File: src/rtl/taxi_eth_addr_swap_if.sv
// AXI4-Stream bundle carrying Ethernet frame words between the RX FIFO, the
// address swapper and the MAC TX path.
interface taxi_axis_if #(
    parameter int DATA_W = 64,
    parameter int USER_W = 1
);
    localparam int KEEP_W = DATA_W / 8;

    logic [DATA_W-1:0] tdata;
    logic [KEEP_W-1:0] tkeep;
    logic              tvalid;
    logic              tready;
    logic              tlast;
    logic [USER_W-1:0] tuser;
    logic [7:0]        tid;

    modport master (
        output tdata, tkeep, tvalid, tlast, tuser, tid,
        input  tready
    );

    modport slave (
        input  tdata, tkeep, tvalid, tlast, tuser, tid,
        output tready
    );
endinterface

File: src/rtl/taxi_eth_addr_swap.sv
// Swaps the Ethernet destination and source MAC addresses of each frame,
// using a hold word (H) and an output word (O) so the swap spans two beats.
module taxi_eth_addr_swap #(
    parameter int DATA_W = 64,
    parameter int USER_W = 1
) (
    input  logic        clk,
    input  logic        rst,
    taxi_axis_if.slave  s_axis,
    taxi_axis_if.master m_axis,
    input  logic        cfg_enable,
    output logic [31:0] stat_swapped_cnt,
    output logic [31:0] stat_short_cnt
);
    localparam int KEEP_W = DATA_W / 8;

    if (DATA_W != 64) begin : g_bad_width
        $error("taxi_eth_addr_swap supports only DATA_W = 64");
    end

    typedef enum logic [1:0] {
        IDLE   = 2'd0,
        HDR    = 2'd1,
        STREAM = 2'd2,
        DRAIN  = 2'd3
    } state_t;

    state_t state, state_nxt;

    logic [DATA_W-1:0] h_data;
    logic [KEEP_W-1:0] h_keep;
    logic              h_last;
    logic [USER_W-1:0] h_user;
    logic [7:0]        h_id;

    logic [DATA_W-1:0] o_data;
    logic [KEEP_W-1:0] o_keep;
    logic              o_last;
    logic [USER_W-1:0] o_user;
    logic [7:0]        o_id;
    logic              o_valid;

    logic        frame_en;
    logic [31:0] swapped_cnt;
    logic [31:0] short_cnt;

    logic o_free;
    logic s_ready;
    logic accept;
    logic swap_ok;

    logic h_load;
    logic h_swap;
    logic o_load;
    logic o_from_h;
    logic o_swap;
    logic flag_load;
    logic inc_swapped;
    logic inc_short;

    // Output word 0: bytes 0-5 take src (word0 bytes 6-7, word1 bytes 0-3),
    // bytes 6-7 take the first two dst bytes.
    function automatic logic [DATA_W-1:0] swap_word0(input logic [DATA_W-1:0] w0,
                                                     input logic [DATA_W-1:0] w1);
        return {w0[15:0], w1[31:0], w0[63:48]};
    endfunction

    // Output word 1: bytes 8-11 take the remaining dst bytes 2-5.
    function automatic logic [DATA_W-1:0] swap_word1(input logic [DATA_W-1:0] w0,
                                                     input logic [DATA_W-1:0] w1);
        return {w1[63:32], w0[47:16]};
    endfunction

    assign o_free  = !o_valid || m_axis.tready;
    assign s_ready = !rst && o_free && (state != DRAIN);
    assign accept  = s_axis.tvalid && s_ready;
    // The swap needs bytes 8-11 present in word 1.
    assign swap_ok = frame_en && (s_axis.tkeep[3:0] == 4'hF);

    always_comb begin
        state_nxt   = state;
        h_load      = 1'b0;
        h_swap      = 1'b0;
        o_load      = 1'b0;
        o_from_h    = 1'b0;
        o_swap      = 1'b0;
        flag_load   = 1'b0;
        inc_swapped = 1'b0;
        inc_short   = 1'b0;
        case (state)
            IDLE: begin
                if (accept) begin
                    if (s_axis.tlast) begin
                        o_load    = 1'b1;
                        inc_short = cfg_enable;
                    end else begin
                        h_load    = 1'b1;
                        flag_load = 1'b1;
                        state_nxt = HDR;
                    end
                end
            end
            HDR: begin
                if (accept) begin
                    o_load   = 1'b1;
                    o_from_h = 1'b1;
                    h_load   = 1'b1;
                    if (swap_ok) begin
                        o_swap      = 1'b1;
                        h_swap      = 1'b1;
                        inc_swapped = 1'b1;
                    end else begin
                        inc_short = frame_en;
                    end
                    state_nxt = s_axis.tlast ? DRAIN : STREAM;
                end
            end
            STREAM: begin
                if (accept) begin
                    o_load   = 1'b1;
                    o_from_h = 1'b1;
                    h_load   = 1'b1;
                    if (s_axis.tlast) begin
                        state_nxt = DRAIN;
                    end
                end
            end
            DRAIN: begin
                if (o_free) begin
                    o_load    = 1'b1;
                    o_from_h  = 1'b1;
                    state_nxt = IDLE;
                end
            end
            default: state_nxt = IDLE;
        endcase
    end

    // Control state: only these registers see reset.
    always_ff @(posedge clk) begin
        if (rst) begin
            state       <= IDLE;
            o_valid     <= 1'b0;
            frame_en    <= 1'b0;
            swapped_cnt <= 32'd0;
            short_cnt   <= 32'd0;
        end else begin
            state <= state_nxt;
            if (o_load) begin
                o_valid <= 1'b1;
            end else if (m_axis.tready) begin
                o_valid <= 1'b0;
            end
            if (flag_load) begin
                frame_en <= cfg_enable;
            end
            if (inc_swapped) begin
                swapped_cnt <= swapped_cnt + 32'd1;
            end
            if (inc_short) begin
                short_cnt <= short_cnt + 32'd1;
            end
        end
    end

    // Hold/output word datapath.
    always_ff @(posedge clk) begin
        if (h_load) begin
            h_data <= h_swap ? swap_word1(h_data, s_axis.tdata) : s_axis.tdata;
            h_keep <= s_axis.tkeep;
            h_last <= s_axis.tlast;
            h_user <= s_axis.tuser;
            h_id   <= s_axis.tid;
        end
        if (o_load) begin
            if (o_from_h) begin
                o_data <= o_swap ? swap_word0(h_data, s_axis.tdata) : h_data;
                o_keep <= h_keep;
                o_last <= h_last;
                o_user <= h_user;
                o_id   <= h_id;
            end else begin
                o_data <= s_axis.tdata;
                o_keep <= s_axis.tkeep;
                o_last <= s_axis.tlast;
                o_user <= s_axis.tuser;
                o_id   <= s_axis.tid;
            end
        end
    end

    assign s_axis.tready = s_ready;

    assign m_axis.tvalid = o_valid;
    assign m_axis.tdata  = o_data;
    assign m_axis.tkeep  = o_keep;
    assign m_axis.tlast  = o_last;
    assign m_axis.tuser  = o_user;
    assign m_axis.tid    = o_id;

    assign stat_swapped_cnt = swapped_cnt;
    assign stat_short_cnt   = short_cnt;
endmodule

File: src/flat_wrapper.sv
// flat-port wrapper written by rule: the top's interface ports become plain ports
module taxi_eth_addr_swap_flat 
#(
    parameter int DATA_W = 64,
    parameter int USER_W = 1
)
  (clk, rst, cfg_enable, stat_swapped_cnt, stat_short_cnt, s_axis_tdata, s_axis_tkeep, s_axis_tvalid, s_axis_tlast, s_axis_tuser, s_axis_tid, s_axis_tready, m_axis_tdata, m_axis_tkeep, m_axis_tvalid, m_axis_tlast, m_axis_tuser, m_axis_tid, m_axis_tready);
  taxi_axis_if #(.DATA_W(DATA_W), .USER_W(USER_W)) s_axis_i ();
  taxi_axis_if #(.DATA_W(DATA_W), .USER_W(USER_W)) m_axis_i ();
  input  logic clk;
  input  logic rst;
  input  logic cfg_enable;
  output logic [31:0] stat_swapped_cnt;
  output logic [31:0] stat_short_cnt;
  input wire logic [$bits(s_axis_i.tdata)-1:0] s_axis_tdata;
  input wire logic [$bits(s_axis_i.tkeep)-1:0] s_axis_tkeep;
  input wire logic [$bits(s_axis_i.tvalid)-1:0] s_axis_tvalid;
  input wire logic [$bits(s_axis_i.tlast)-1:0] s_axis_tlast;
  input wire logic [$bits(s_axis_i.tuser)-1:0] s_axis_tuser;
  input wire logic [$bits(s_axis_i.tid)-1:0] s_axis_tid;
  output wire logic [$bits(s_axis_i.tready)-1:0] s_axis_tready;
  output wire logic [$bits(m_axis_i.tdata)-1:0] m_axis_tdata;
  output wire logic [$bits(m_axis_i.tkeep)-1:0] m_axis_tkeep;
  output wire logic [$bits(m_axis_i.tvalid)-1:0] m_axis_tvalid;
  output wire logic [$bits(m_axis_i.tlast)-1:0] m_axis_tlast;
  output wire logic [$bits(m_axis_i.tuser)-1:0] m_axis_tuser;
  output wire logic [$bits(m_axis_i.tid)-1:0] m_axis_tid;
  input wire logic [$bits(m_axis_i.tready)-1:0] m_axis_tready;
  assign s_axis_i.tdata = s_axis_tdata;
  assign s_axis_i.tkeep = s_axis_tkeep;
  assign s_axis_i.tvalid = s_axis_tvalid;
  assign s_axis_i.tlast = s_axis_tlast;
  assign s_axis_i.tuser = s_axis_tuser;
  assign s_axis_i.tid = s_axis_tid;
  assign s_axis_tready = s_axis_i.tready;
  assign m_axis_tdata = m_axis_i.tdata;
  assign m_axis_tkeep = m_axis_i.tkeep;
  assign m_axis_tvalid = m_axis_i.tvalid;
  assign m_axis_tlast = m_axis_i.tlast;
  assign m_axis_tuser = m_axis_i.tuser;
  assign m_axis_tid = m_axis_i.tid;
  assign m_axis_i.tready = m_axis_tready;
  taxi_eth_addr_swap #(.DATA_W(DATA_W), .USER_W(USER_W)) u_core (.clk(clk), .rst(rst), .s_axis(s_axis_i), .m_axis(m_axis_i), .cfg_enable(cfg_enable), .stat_swapped_cnt(stat_swapped_cnt), .stat_short_cnt(stat_short_cnt));
endmodule
File: config.mk
export PLATFORM = sky130hd
export DESIGN_NAME = taxi_eth_addr_swap_flat
export DESIGN_NICKNAME = d
export VERILOG_FILES = /design/src/rtl/taxi_eth_addr_swap_if.sv /design/src/rtl/taxi_eth_addr_swap.sv /design/src/flat_wrapper.sv
export SDC_FILE = /design/constraint.sdc
export NUM_CORES = 1
export LEC_CHECK = 0
export BUFFER_PORTS_ARGS = -buffer_cell sky130_fd_sc_hd__buf_2
export CAP_MARGIN = 20
export CORE_UTILIZATION = 51
export CTS_BUF_LIST = sky130_fd_sc_hd__clkbuf_8
export DETAILED_ROUTE_END_ITERATION = 8
export PLACE_DENSITY = 0.8
export SYNTH_ARGS = -nofsm -noshare
export SYNTH_HDL_FRONTEND = slang
export SYNTH_SLANG_ARGS = --single-unit
File: constraint.sdc
create_clock -name clk -period 5.2 [get_ports clk]
set_input_delay 0.52 -clock clk [delete_from_list [all_inputs] [get_ports clk]]
set_output_delay 0.52 -clock clk [all_outputs]
set_load 0.005 [all_outputs]
==> impl_results.html <==
<table>
<tr><th>Metric</th><th>Value</th></tr>
<tr><th colspan="2">Hold path</th></tr>
<tr><td>Beginning of the worst hold path</td><td>s_axis_tkeep[7]</td></tr>
<tr><td>Class of the most critical hold timing path</td><td>in2reg</td></tr>
<tr><th colspan="2">Floorplanning</th></tr>
<tr><td>Initial Utilization</td><td>52.3%</td></tr>
<tr><td>Floorplan die width</td><td>143 microns</td></tr>
<tr><td>Core area</td><td>0.0195 sq mm</td></tr>
<tr><td>Die Height</td><td>143 microns</td></tr>
<tr><td>Top-level I/O count</td><td>235</td></tr>
<tr><td>Floorplan die area</td><td>0.0206 sq mm</td></tr>
<tr><td>Number of placement rows</td><td>51</td></tr>
<tr><th colspan="2">Setup path</th></tr>
<tr><td>Critical path data arrival time</td><td>3310 ps</td></tr>
<tr><td>R2r startpoint</td><td>u_core.state[1]</td></tr>
<tr><td>Type of the worst setup path</td><td>reg2reg</td></tr>
<tr><td>Cell breakdown of the critical path</td><td>ha_1, nor2_8, and3_1, nand2_4, buf_12, mux2i_1, a21oi_1</td></tr>
<tr><td>Critical path peak fanout</td><td>35</td></tr>
<tr><td>Sort of element at the start of the critical path</td><td>flop</td></tr>
<tr><td>Worst setup path start</td><td>u_core.state[1]</td></tr>
<tr><td>Largest incremental delay on the critical path</td><td>730 ps</td></tr>
<tr><td>Cell family contributing the most delay on the critical path</td><td>simple AND/OR/NAND/NOR gates</td></tr>
<tr><td>Number of buffer and inverter instances along the worst setup path</td><td>1</td></tr>
<tr><td>WP data required</td><td>5430 ps</td></tr>
<tr><td>Slowest CP cell</td><td>sky130_fd_sc_hd__and3_1</td></tr>
<tr><td>Capturing element type of the critical path</td><td>flop</td></tr>
<tr><th colspan="2">Flow run</th></tr>
<tr><td>Max-Cap Viols</td><td>0</td></tr>
<tr><th colspan="2">CTS</th></tr>
<tr><td>Clock buffers created by TritonCTS</td><td>39</td></tr>
<tr><td>CTS tree</td><td>yes</td></tr>
<tr><td>Resized cells post-CTS</td><td>0</td></tr>
<tr><td>Clock-pin slew on the worst setup and hold paths</td><td>60 ps</td></tr>
<tr><td>Number of buffers inserted by post-CTS setup repair</td><td>0</td></tr>
<tr><td>Maximum level of the CTS H-tree</td><td>2</td></tr>
<tr><td>Deepest clock path buffer count</td><td>3</td></tr>
<tr><td>Cts hold-fix bufs</td><td>0</td></tr>
<tr><td>Clock tree root buffer cell</td><td>sky130_fd_sc_hd__clkbuf_8</td></tr>
<tr><td>Clock insertion delay at the later pin of the skew report</td><td>520 ps</td></tr>
<tr><td>TritonCTS sink count</td><td>232</td></tr>
<tr><th colspan="2">STA</th></tr>
<tr><td>Worst rel slew slack</td><td>43.7%</td></tr>
<tr><td>Final hold slack</td><td>190 ps</td></tr>
<tr><td>Endpoints failing setup</td><td>0</td></tr>
<tr><td>Max-slew violations</td><td>0</td></tr>
<tr><td>Count of final hold-check violations</td><td>0</td></tr>
<tr><td>Shortest clock period the worst path allows after layout</td><td>3080 ps</td></tr>
<tr><td>Slew at the pin with the worst max-slew slack</td><td>844 ps</td></tr>
<tr><td>Sum of negative setup slack</td><td>0 ps</td></tr>
<tr><td>Max Clock Freq</td><td>325 MHz</td></tr>
<tr><td>Worst clock skew</td><td>22.4 ps</td></tr>
<tr><td>Unrepaired setup endpoints after global routing</td><td>false</td></tr>
<tr><td>Portion of the clock cycle consumed by the worst path in the final layout</td><td>59.2%</td></tr>
<tr><th colspan="2">Power and ir drop</th></tr>
<tr><td>Lkg Pwr</td><td>0.00506 uW</td></tr>
<tr><td>Power density relative to cell area</td><td>341 mW/mm^2</td></tr>
<tr><td>Combinational group share of total power</td><td>12.5%</td></tr>
<tr><td>Portion of total power attributed to the clock network</td><td>33.9%</td></tr>
<tr><td>IR drop worst, VDD</td><td>236 uV</td></tr>
<tr><td>Sw power</td><td>1090 uW</td></tr>
<tr><td>Share of power burned in registers</td><td>53.6%</td></tr>
<tr><td>Switch share</td><td>25.9%</td></tr>
<tr><td>Internal power consumption</td><td>3120 uW</td></tr>
<tr><th colspan="2">Global routing</th></tr>
<tr><td>Initial antenna violation count</td><td>4</td></tr>
<tr><td>Via count of the first global-routing pass</td><td>6,842</td></tr>
<tr><td>Global-route wire length before repair</td><td>35,700 microns</td></tr>
<tr><td>GR Overflow Total</td><td>0</td></tr>
<tr><td>Global-route total usage across every layer</td><td>22.2%</td></tr>
<tr><td>Pin count of the biggest net entering global routing</td><td>83</td></tr>
<tr><th colspan="2">Finish</th></tr>
<tr><td>Final design area excluding fillers</td><td>0.0123 sq mm</td></tr>
<tr><td>Area growth syn-to-layout</td><td>20.9%</td></tr>
<tr><td>Nets</td><td>1,179</td></tr>
<tr><td>Filler cell count</td><td>1,605</td></tr>
<tr><td>Share of post-route cells with drive strength above 1</td><td>31.5%</td></tr>
<tr><th colspan="2">Synth</th></tr>
<tr><td>Number of nets produced by synthesis</td><td>937</td></tr>
<tr><td>Synth Warn #</td><td>0</td></tr>
<tr><td>Flops &amp; latches, synth</td><td>232</td></tr>
<tr><td>Mapped Avg Cell Area</td><td>12.1 sq um</td></tr>
<tr><td>Count of distinct cell types in the synthesized netlist</td><td>44</td></tr>
<tr><td>Predominant post-synthesis flop cell</td><td>sky130_fd_sc_hd__edfxtp_1</td></tr>
<tr><td>Number of flops mapped to enable cells by yosys</td><td>164</td></tr>
<tr><td>Synth async-reset ratio</td><td>0%</td></tr>
<tr><td>Cell area after technology mapping</td><td>0.0102 sq mm</td></tr>
<tr><td>Post-Synthesis Cells</td><td>843</td></tr>
<tr><td>Share of synthesized area occupied by flip-flops and latches</td><td>61.6%</td></tr>
<tr><th colspan="2">Drt</th></tr>
<tr><td>Via count</td><td>7,478</td></tr>
<tr><td>Initial detailed-routing violation count</td><td>394</td></tr>
<tr><td>Number of vias per cell</td><td>5.40</td></tr>
<tr><td>Residual DRC</td><td>0</td></tr>
<tr><td>Average detailed-routed wire length per instance</td><td>16.7 microns</td></tr>
<tr><td>Post-route ant nets</td><td>0</td></tr>
<tr><td>Final wirelength</td><td>23,100 microns</td></tr>
<tr><td>DRT Pass-1 Iters</td><td>6</td></tr>
<tr><th colspan="2">Placement</th></tr>
<tr><td>Instance area at placement</td><td>0.0116 sq mm</td></tr>
<tr><td>Quantity of I/O buffers inserted on ports</td><td>234</td></tr>
<tr><td>Final HPWL from detailed placement</td><td>15,500 microns</td></tr>
<tr><td>GPL Wtd Cong</td><td>0.828</td></tr>
<tr><th colspan="2">Run status</th></tr>
<tr><td>Status</td><td>finished, final reports clean</td></tr>
</table>
## through the flow
| step | cells | total power (uW) | worst slack, ps | util [%] |
|---|---|---|---|---|
| finish | 1384 | 4210 | 2120 | 63.2 |
| global route | 1382 | 4410 | 1880 | 63.2 |
| CTS | 1378 | 4250 | 2090 | 63.0 |
| detailed placement | 1308 | 2810 | 1910 | 59.5 |
| global placement | 1308 | 2800 | 1960 | 59.5 |
| floorplan | 843 | 2600 | 333 | - |
## worst paths after layout
check	to	slack [ps]	depth (start not counted)
setup / recovery	u_core.m_axis.tdata[17]	2120	7
hold / removal	u_core.h_keep[7]	190	1
setup reg to reg	u_core.m_axis.tdata[17]	2120	7
hold reg to reg	u_core.stat_swapped_cnt[31]	480	2
## synthesized netlist by cell type (2+ instances only)
cell type                  number  area [sq um]
sky130_fd_sc_hd__xor2_1        16           140
sky130_fd_sc_hd__or4_1         19           143
sky130_fd_sc_hd__buf_6          2          22.5
sky130_fd_sc_hd__nand2_1       30           113
sky130_fd_sc_hd__a31oi_1        2          12.5
sky130_fd_sc_hd__nand4_1       22           138
sky130_fd_sc_hd__o31ai_1       19           143
sky130_fd_sc_hd__and2_1         4          25.0
sky130_fd_sc_hd__nand4b_1       2          17.5
sky130_fd_sc_hd__nand2b_1       2          12.5
sky130_fd_sc_hd__and4_1         6          52.6
sky130_fd_sc_hd__xnor2_1        8          70.1
sky130_fd_sc_hd__dfxtp_1       68          1360
sky130_fd_sc_hd__nor2_1       103           387
sky130_fd_sc_hd__buf_4          2          15.0
sky130_fd_sc_hd__or3_1         19           119
sky130_fd_sc_hd__inv_1         11          41.3
sky130_fd_sc_hd__nor3_1         5          25.0
sky130_fd_sc_hd__a21oi_1      104           521
sky130_fd_sc_hd__buf_1          4          15.0
sky130_fd_sc_hd__nor2b_1        2          12.5
sky130_fd_sc_hd__and3_1         9          56.3
sky130_fd_sc_hd__mux2i_1       67           671
sky130_fd_sc_hd__o21ai_0       20           100
sky130_fd_sc_hd__clkbuf_1      26          97.6
sky130_fd_sc_hd__mux2_2        50           563
sky130_fd_sc_hd__nor4_1         4          25.0
sky130_fd_sc_hd__nand3_1       24           120
sky130_fd_sc_hd__ha_1           7          87.6
sky130_fd_sc_hd__buf_2          9          45.0
sky130_fd_sc_hd__edfxtp_1     164          4920
## flip-flops by register name (all words and copies together), names as in the netlist
name	cells
u_core.frame_en	1
u_core.h_data	64
u_core.h_id	8
u_core.h_keep	8
u_core.h_last	1
u_core.h_user	1
u_core.m_axis.tdata	64
u_core.m_axis.tid	8
u_core.m_axis.tkeep	8
u_core.m_axis.tlast	1
u_core.m_axis.tuser	1
u_core.m_axis.tvalid	1
u_core.stat_short_cnt	32
u_core.stat_swapped_cnt	32
u_core.state	2
## cell families after synthesis
group,Yosys count,synth area share [%]
buf+inv,54,2.32
xor+xnor,24,2.06
fa+ha+maj,7,0.858
flops,232,61.6
mux,117,12.1
simple gates,260,13.2
compound gates,149,7.88
## layout make-up
| cell class | count | area, sq um | share of cell area (%) |
|---|---|---|---|
| Sequential cell | 232 | 6290 | 50.9 |
| Multi-Input combinational cell | 557 | 3710 | 30.1 |
| Timing Repair Buffer | 244 | 1280 | 10.4 |
| Clock buffer | 41 | 564 | 4.57 |
| Tap cell | 265 | 332 | 2.69 |
| Clock inverter | 29 | 116 | 0.942 |
| Inverter | 11 | 43.8 | 0.355 |
| Antenna cell | 5 | 12.5 | 0.101 |
## per-layer routing
| layer | vias up | GRT usage [%] | routed length [microns] |
|---|---|---|---|
| li1 | 3669 | - | - |
| met1 | 3500 | 32.5 | 10900 |
| met2 | 258 | 30.9 | 9930 |
| met3 | 51 | 5.53 | 1520 |
| met4 | 0 | 10.1 | 741 |
| met5 | - | 0 | 0 |
## power groups by stage
stage | registers (uW) | clock network, uW | logic [uW]
4_1_cts | 2260 | 1470 | 518
3_3_place_gp | 2290 | 0 | 503
3_5_place_dp | 2300 | 0 | 517
5_1_grt | 2270 | 1550 | 585
6_report | 2260 | 1430 | 525
2_1_floorplan | 2310 | 0 | 287
## layout by cell type, fill, tap and decap left out, types with 2 or more instances in the layout
cell type                  netlist  routed
sky130_fd_sc_hd__nor2_1        103     102
sky130_fd_sc_hd__buf_2           9     234
sky130_fd_sc_hd__xnor2_1         8       8
sky130_fd_sc_hd__nand3_1        24      24
sky130_fd_sc_hd__nor2b_1         2       2
sky130_fd_sc_hd__or3_1          19      19
sky130_fd_sc_hd__ha_1            7       7
sky130_fd_sc_hd__clkbuf_8        0      41
sky130_fd_sc_hd__or4_1          19      19
sky130_fd_sc_hd__a31oi_1         2       2
sky130_fd_sc_hd__edfxtp_1      164     164
sky130_fd_sc_hd__and2_1          4       4
sky130_fd_sc_hd__nand4b_1        2       2
sky130_fd_sc_hd__mux2i_1        67      67
sky130_fd_sc_hd__buf_4           2       8
sky130_fd_sc_hd__o31ai_1        19      19
sky130_fd_sc_hd__o21ai_0        20      20
sky130_fd_sc_hd__nand4_1        22      22
sky130_fd_sc_hd__clkinv_1        0      10
sky130_fd_sc_hd__inv_1          11      23
sky130_fd_sc_hd__nor3_1          5       5
sky130_fd_sc_hd__and3_1          9       9
sky130_fd_sc_hd__xor2_1         16      16
sky130_fd_sc_hd__nand2_1        30      29
sky130_fd_sc_hd__a21oi_1       104     103
sky130_fd_sc_hd__mux2_2         50      50
sky130_fd_sc_hd__nor4_1          4       4
sky130_fd_sc_hd__diode_2         0       5
sky130_fd_sc_hd__clkinv_2        0       6
sky130_fd_sc_hd__dfxtp_1        68      68
sky130_fd_sc_hd__nand2b_1        2       2
sky130_fd_sc_hd__and4_1          6       6
(Power assumes the default switching activity.)
